[config.mk]
export PLATFORM = sky130hd
export DESIGN_NAME = hazard_ctrl
export DESIGN_NICKNAME = d
export VERILOG_FILES = /design/src/rtl/riscv_pkg.sv /design/src/rtl/sat_counter.sv /design/src/rtl/hazard_ctrl.sv
export SDC_FILE = /design/constraint.sdc
export NUM_CORES = 1
export LEC_CHECK = 0
export CORE_MARGIN = 3
export CORE_UTILIZATION = 35
export DETAILED_ROUTE_END_ITERATION = 7
export SLEW_MARGIN = 20
export SYNTH_ARGS = -nofsm -noshare
export SYNTH_HDL_FRONTEND = slang
export SYNTH_SLANG_ARGS = --single-unit
[constraint.sdc]
create_clock -name clk -period 3.3 [get_ports clk]
set_clock_uncertainty 0.15 [all_clocks]
set_input_delay 0.33 -clock clk [delete_from_list [all_inputs] [get_ports clk]]
set_output_delay 0.33 -clock clk [all_outputs]
set_load 0.01 [all_outputs]
[src/rtl/riscv_pkg.sv]
// Shared definitions for the hazard/sequencing controller of the 5-stage core.
//   hz_state_e : controller FSM states (RUN, MDU_WAIT)
//   REG_X0     : index of the hard-wired zero register
//   CNT_W_DEF  : default performance counter width
package riscv_pkg;

  typedef enum logic [0:0] {
    RUN      = 1'b0,
    MDU_WAIT = 1'b1
  } hz_state_e;

  localparam logic [4:0] REG_X0    = 5'd0;
  localparam int         CNT_W_DEF = 16;

endpackage

[src/rtl/sat_counter.sv]
// Saturating up-counter with synchronous clear.
//   clk, rst_n : clock, asynchronous active-low reset (count -> 0)
//   clr        : synchronous clear, wins over inc
//   inc        : increment request, ignored once count is all ones
//   count      : current value
module sat_counter #(
  parameter int W = 16
) (
  input  logic         clk,
  input  logic         rst_n,
  input  logic         clr,
  input  logic         inc,
  output logic [W-1:0] count
);

  logic [W-1:0] r_count;

  always_ff @(posedge clk or negedge rst_n) begin
    if (!rst_n) begin
      r_count <= '0;
    end else if (clr) begin
      r_count <= '0;
    end else if (inc && (r_count != {W{1'b1}})) begin
      r_count <= r_count + 1'b1;
    end
  end

  assign count = r_count;

endmodule

[src/rtl/hazard_ctrl.sv]
// Pipeline hazard and sequencing controller. Combines load-use hazards,
// EX redirects, instruction-memory wait and the MDU handshake into PC
// enable and IF/ID / ID/EX stall-flush controls; counts stall and
// redirect cycles.
//   Inputs : id_rs1/rs2, id_uses_rs1/rs2, id_is_mdu, ex_mem_read, ex_rd,
//            ex_redirect, imem_ready, mdu_done, clr_cnt
//   Outputs: pc_write, if_id_stall, if_id_flush, id_ex_flush,
//            mdu_start, mdu_abort, stall_cnt, flush_cnt,
//            dbg_state (current FSM state, for observation only)
// Handshake: mdu_start/mdu_abort are single-cycle pulses; mdu_done is a
// single-cycle pulse from the MDU and is only honoured in MDU_WAIT.
module hazard_ctrl
  import riscv_pkg::*;
#(
  parameter int CNT_W = CNT_W_DEF
) (
  input  logic             clk,
  input  logic             rst_n,
  input  logic [4:0]       id_rs1,
  input  logic [4:0]       id_rs2,
  input  logic             id_uses_rs1,
  input  logic             id_uses_rs2,
  input  logic             id_is_mdu,
  input  logic             ex_mem_read,
  input  logic [4:0]       ex_rd,
  input  logic             ex_redirect,
  input  logic             imem_ready,
  input  logic             mdu_done,
  input  logic             clr_cnt,
  output logic             pc_write,
  output logic             if_id_stall,
  output logic             if_id_flush,
  output logic             id_ex_flush,
  output logic             mdu_start,
  output logic             mdu_abort,
  output logic [CNT_W-1:0] stall_cnt,
  output logic [CNT_W-1:0] flush_cnt,
  output hz_state_e        dbg_state
);

  hz_state_e r_state;
  hz_state_e w_state_nxt;
  logic      w_lu;

  // x0 never carries a real dependency, so a load to x0 cannot stall.
  assign w_lu = ex_mem_read && (ex_rd != REG_X0) &&
                ((id_uses_rs1 && (id_rs1 == ex_rd)) ||
                 (id_uses_rs2 && (id_rs2 == ex_rd)));

  always_ff @(posedge clk or negedge rst_n) begin
    if (!rst_n) begin
      r_state <= RUN;
    end else begin
      r_state <= w_state_nxt;
    end
  end

  always_comb begin
    w_state_nxt = r_state;
    pc_write    = 1'b0;
    if_id_stall = 1'b0;
    if_id_flush = 1'b0;
    id_ex_flush = 1'b0;
    mdu_start   = 1'b0;
    mdu_abort   = 1'b0;
    unique case (r_state)
      RUN: begin
        if (ex_redirect) begin
          pc_write    = 1'b1;
          if_id_flush = 1'b1;
          id_ex_flush = 1'b1;
        end else if (w_lu) begin
          if_id_stall = 1'b1;
          id_ex_flush = 1'b1;
        end else if (id_is_mdu) begin
          mdu_start   = 1'b1;
          if_id_stall = 1'b1;
          id_ex_flush = 1'b1;
          w_state_nxt = MDU_WAIT;
        end else if (!imem_ready) begin
          if_id_flush = 1'b1;
        end else begin
          pc_write = 1'b1;
        end
      end
      MDU_WAIT: begin
        // A redirect wins over a coincident mdu_done: the result is dropped.
        if (ex_redirect) begin
          mdu_abort   = 1'b1;
          pc_write    = 1'b1;
          if_id_flush = 1'b1;
          id_ex_flush = 1'b1;
          w_state_nxt = RUN;
        end else if (mdu_done) begin
          // The held MDU op advances into EX; fetch proceeds only if ready.
          pc_write    = imem_ready;
          if_id_flush = !imem_ready;
          w_state_nxt = RUN;
        end else begin
          if_id_stall = 1'b1;
          id_ex_flush = 1'b1;
        end
      end
      default: w_state_nxt = RUN;
    endcase
    // While in reset the pipeline is held empty regardless of inputs.
    if (!rst_n) begin
      pc_write    = 1'b0;
      if_id_stall = 1'b0;
      if_id_flush = 1'b1;
      id_ex_flush = 1'b1;
      mdu_start   = 1'b0;
      mdu_abort   = 1'b0;
    end
  end

  assign dbg_state = r_state;

  sat_counter #(.W(CNT_W)) u_stall_cnt (
    .clk   (clk),
    .rst_n (rst_n),
    .clr   (clr_cnt),
    .inc   (if_id_stall),
    .count (stall_cnt)
  );

  sat_counter #(.W(CNT_W)) u_flush_cnt (
    .clk   (clk),
    .rst_n (rst_n),
    .clr   (clr_cnt),
    .inc   (ex_redirect),
    .count (flush_cnt)
  );

endmodule

==> results of run 1 <==
-- path summary, 6_finish.rpt --
path | depth (start not counted) | slack, ns | to | start
max in group asynchronous | 2 | 2.31 | u_stall_cnt.count[12] | rst_n
max | 8 | 0.29 | if_id_flush | ex_rd[1]
max reg2reg | 7 | 1.01 | u_stall_cnt.count[15] | u_stall_cnt.count[0]
min | 2 | 0.37 | u_flush_cnt.count[9] | rst_n
min reg2reg | 2 | 0.42 | u_flush_cnt.count[13] | u_flush_cnt.count[13]
min in group clk | 2 | 0.42 | u_flush_cnt.count[13] | u_flush_cnt.count[13]
-- placed cells by master, fill, tap and decap left out, types with 4 or more instances in the layout --
master	instances
nand2_1	14
clkbuf_8	6
and4_1	5
nand4_1	15
nand3_1	11
xnor2_1	13
dfrtp_1	33
nor2_1	32
a21oi_1	4
and3_1	12
xor2_1	23
clkdlybuf4s50_1	63
-- stage by stage --
| stage | power [mW] | instances | instance area [um^2] | setup WS, ns |
|---|---|---|---|---|
| 2_1_floorplan | 0.470 | 202 | 1900 | 1.26 |
| 3_3_place_gp | 0.538 | 331 | 2600 | 0.295 |
| 3_5_place_dp | 0.538 | 331 | 2600 | 0.274 |
| 4_1_cts | 0.940 | 339 | 2720 | 0.266 |
| 5_1_grt | 0.965 | 339 | 2720 | 0.142 |
| 6_report | 0.927 | 339 | 2720 | 0.294 |
-- worst max-delay path, cell delays in order --
cell             delay [ns]
clkdlybuf4s50_1        0.47
or4_4                  0.56
o21ai_2                0.13
nand2b_1               0.13
a22o_1                 0.16
inv_1                  0.04
o21ai_0                0.14
clkdlybuf4s50_1        0.55
-- sequential cells by signal, indices dropped and copies added (netlist names) --
signal             count
u_stall_cnt.count     16
u_flush_cnt.count     16
dbg_state              1
-- power breakdown --
group          switching (mW)  internal, mW
clock network           0.152         0.246
registers             0.00775         0.409
logic                  0.0499        0.0617
total                   0.210         0.717
-- routing by layer --
metal  track usage, %  wire, um  vias to the layer above
li1                 -         -                      834
met1             18.4      2190                      784
met2             23.5      1890                       51
met3             4.18       325                        6
met4             6.08        75                        0
met5                0         0                        -
-- kinds of logic after synthesis --
family | Yosys count | synth area share, %
compound gates | 13 | 5.39
simple gates | 106 | 29.4
xor+xnor | 36 | 16.6
mux | 3 | 1.64
flops | 33 | 43.4
buf+inv | 9 | 2.30
fa+ha+maj | 2 | 1.31
-- layout make-up --
class                   instances  area, um^2
clock buffers                   7        86.3
clock inverters                 1        30.0
fillers                       473        2450
inverters                       3        11.3
multi-input cells             160        1030
flip-flops and latches         33         826
well taps                      70        87.6
repair buffers                 65         646
==> impl_metrics.json, run 1 <==
{
  "endpoint_kind": "output port",
  "gr-usage-all-layers_pct": 14.6,
  "fin_crit_sh_pct": 91.1,
  "clock-sinks": 33,
  "finalNetCount": 295,
  "fmax_ghz": 0.333,
  "htreeDepth": 2,
  "synth_edf_count": 0,
  "insertion_delay_ns": 0.29,
  "hold_viol": 0,
  "synth_area_leaders": "dfrtp_1, xor2_1, nor2_1",
  "grt_pass1_vias": 1662,
  "syn_to_final_growth_pct": 42.9,
  "drt_wl_total_um": 4480,
  "ir_drop_mv": 0.207,
  "ctsResizeCount": 0,
  "io_buffers": 63,
  "crit_path_start_kind": "input pin",
  "cts_buffers": 5,
  "post_cts_buffers": 0,
  "p_per_area_mw_per_mm2": 341,
  "crit_fanout": 3,
  "vias": 1675,
  "route.detailed.drc": 0,
  "synth.distinct_cells": 36,
  "critical_path_arrival_ns": 2.53,
  "syn_inst": 202,
  "cts_hold_buffers": 0,
  "hpwl_um": 3180,
  "rsz0062_at_grt": "no",
  "final_antenna_net_count": 0,
  "fp.dieH_um": 79.7,
  "grt_pass1_wl_um": 7330,
  "status": "complete, no violations",
  "post-route-util_pct": 52.6,
  "rows": 26,
  "synth_seq_cells": 33,
  "maxSlewHeadroom_pct": 69.2,
  "min_period_ns": 3.01,
  "start_util_pct": 36.8,
  "routed_via_density": 4.94,
  "seq_area_frac_synth_pct": 43.4,
  "cap_viol_max_count": 0,
  "dr.pass1.iters": 4,
  "routabilityCongestion": 0.726,
  "final_layout_size_suffix_gt1_share_pct": 5.95,
  "ios": 64,
  "hold_slack_ns": 0.371,
  "synth_top_area_share_pct": 43.4,
  "async_flop_share_pct": 100,
  "tightest_slew_ns": 0.463,
  "clk_path_buf_depth": 2,
  "insertedDiodeCount": 0,
  "yosysMostFrequentCell": "dfrtp_1",
  "synthTopCellsByCount": "dfrtp_1, nor2_1, xor2_1",
  "yosys_warnings": 0,
  "syn-num-nets": 229,
  "min_path_type": "in -> async",
  "tns_ns": 0,
  "wl_per_cell_um": 13.2,
  "setup_violations": 0,
  "grt_overflow": 0,
  "die_width_um": 79.7,
  "core_region_area_mm2": 0.00517,
  "clockRootBuffer": "clkbuf_8",
  "synth_top_area_cell": "dfrtp_1",
  "drv_slew": 0,
  "antenna_found_initial": 0,
  "avgSynthCellArea_um2": 9.42,
  "dieArea_mm2": 0.00636,
  "drt_iter0_markers": 52,
  "worst_ep_required_time_ns": 2.82,
  "cellLeakagePower_nw": 1.15,
  "grt_max_degree": 37,
  "clkTransAtPathRegs_ns": 0.07,
  "synth_ff_type": "dfrtp_1",
  "cts_tree": "built",
  "crit_type": "in -> out",
  "syn_area_mm2": 0.00190
}
(Power assumes the default switching activity.)
==> inputs of run 2 (changes only) <==
SKIP_CTS_REPAIR_TIMING = 1   (was default)
==> results of run 2 <==
Same layout as run 1: the final DEF is identical, and so are final timing and power.
==> inputs of run 3 (changes only) <==
CORE_MARGIN = default   (was 3)
SLEW_MARGIN = default   (was 20)
==> impl_metrics.json, run 3 (synthesis gave the netlist of run 1 again) <==
{
  "vias": 1678,
  "crit_start": "ex_rd[1]",
  "total_power_mw": 0.839,
  "io_buffers": 63,
  "endpoint_kind": "output port",
  "met2_length_um": 2030,
  "dpl_cell_area_mm2": 0.00260,
  "fmax_ghz": 0.333,
  "dieArea_mm2": 0.00574,
  "clock-sinks": 33,
  "routabilityCongestion": 0.709,
  "ios": 64,
  "setup_violations": 0,
  "critical_path_arrival_ns": 2.53,
  "cellLeakagePower_nw": 1.13,
  "min_period_ns": 3.01,
  "drv_slew": 0,
  "ir_drop_mv": 0.173,
  "fill_cells": 500,
  "cap_viol_max_count": 0,
  "met1_length_um": 2080,
  "fp.dieH_um": 75.7,
  "grt_max_degree": 33,
  "dr.pass1.iters": 4,
  "syn_to_final_growth_pct": 41.4,
  "final_layout_size_suffix_gt1_share_pct": 5.60,
  "final_antenna_net_count": 0,
  "grt_pass1_wl_um": 7220,
  "insertion_delay_ns": 0.28,
  "htreeDepth": 2,
  "tightest_slew_ns": 0.522,
  "crit_path_start_kind": "input pin",
  "layout.cells.non_filler": 338,
  "route.detailed.drc": 0,
  "clockRootBuffer": "clkbuf_8",
  "tns_ns": 0,
  "min_path_type": "in -> async",
  "layout_commonest_cell": "clkdlybuf4s50_1",
  "cts_buffers": 5,
  "finalNetCount": 295,
  "timing.rr.start": "u_stall_cnt.count[0]",
  "rows": 26,
  "crit_type": "in -> out",
  "start_util_pct": 36.8,
  "routed_via_density": 4.96,
  "grt_overflow": 0,
  "crit_fanout": 3,
  "drt_wl_total_um": 4490,
  "p_per_area_mw_per_mm2": 312,
  "clkTransAtPathRegs_ns": 0.07,
  "maxSlewHeadroom_pct": 65.2,
  "stdcell_area_mm2": 0.00269,
  "cts_tree": "built",
  "hold_viol": 0,
  "clk_path_buf_depth": 2,
  "antenna_found_initial": 0,
  "drt_iter0_markers": 46,
  "route.met3.wl_um": 305,
  "gr-usage-all-layers_pct": 16.9,
  "die_width_um": 75.7,
  "post-route-util_pct": 52.0,
  "place_inst": 331,
  "fin_crit_sh_pct": 91.1,
  "worst_ep_required_time_ns": 2.82,
  "wl_per_cell_um": 13.3,
  "topRoutingLayerUsed": "met4",
  "core_region_area_mm2": 0.00517,
  "insertedDiodeCount": 0,
  "final_cell_mix": "clkdlybuf4s50_1, dfrtp_1, nor2_1",
  "status": "complete, no violations",
  "rsz0062_at_grt": "no",
  "hpwl_um": 3160,
  "grt_pass1_vias": 1603
}
==> run 3: cell types whose count changed in the layout (fill, tap and decap cells not counted), sizes merged <==
cell and delta:
bufinv -1
==> run 3: worst paths after layout <==
check,cells after the start,endpoint,slack (ns)
min in group clk,2,u_stall_cnt.count[5],0.41
min reg2reg,2,u_stall_cnt.count[5],0.41
min,1,dbg_state,0.10
max in group asynchronous,2,u_stall_cnt.count[8],2.23
max,8,pc_write,0.29
max reg2reg,7,u_stall_cnt.count[15],0.93
==> run 3: final cells by class <==
cell class	instances	area [um^2]	share of cell area, %
multi-input cells	160	1030	38.4
flip-flops and latches	33	826	30.7
repair buffers	65	646	24.0
well taps	70	87.6	3.26
clock buffers	7	86.3	3.21
inverters	3	11.3	0.419
==> run 3: power breakdown <==
group | switching, mW | total, mW | internal (mW) | leakage (nW)
clock | 0.145 | 0.311 | 0.165 | 0.0443
combinational | 0.0501 | 0.112 | 0.0618 | 0.632
sequential | 0.00778 | 0.417 | 0.409 | 0.458
total | 0.203 | 0.839 | 0.636 | 1.13
==> run 3: routing by layer <==
layer / up-vias / track usage (%)
met1: 792 / 21.0
li1: 829 / -
met2: 50 / 27.4
met5: - / 0
met3: 7 / 5.29
met4: 0 / 6.38
==> run 3: worst max-delay path, cell delays in order <==
cell	delay, ns
clkdlybuf4s50_1	0.47
or4_4	0.56
o21ai_2	0.13
nand2b_1	0.14
a22o_1	0.17
a21oi_1	0.08
nor2b_1	0.11
clkdlybuf4s50_1	0.54
==> run 3: through the flow <==
step,setup WS [ns],hold WS [ns]
after floorplan,1.26,-0.116
after global placement,0.293,0.397
after detailed placement,0.284,0.391
after CTS,0.273,0.105
after global routing,0.123,0.100
final,0.293,0.104
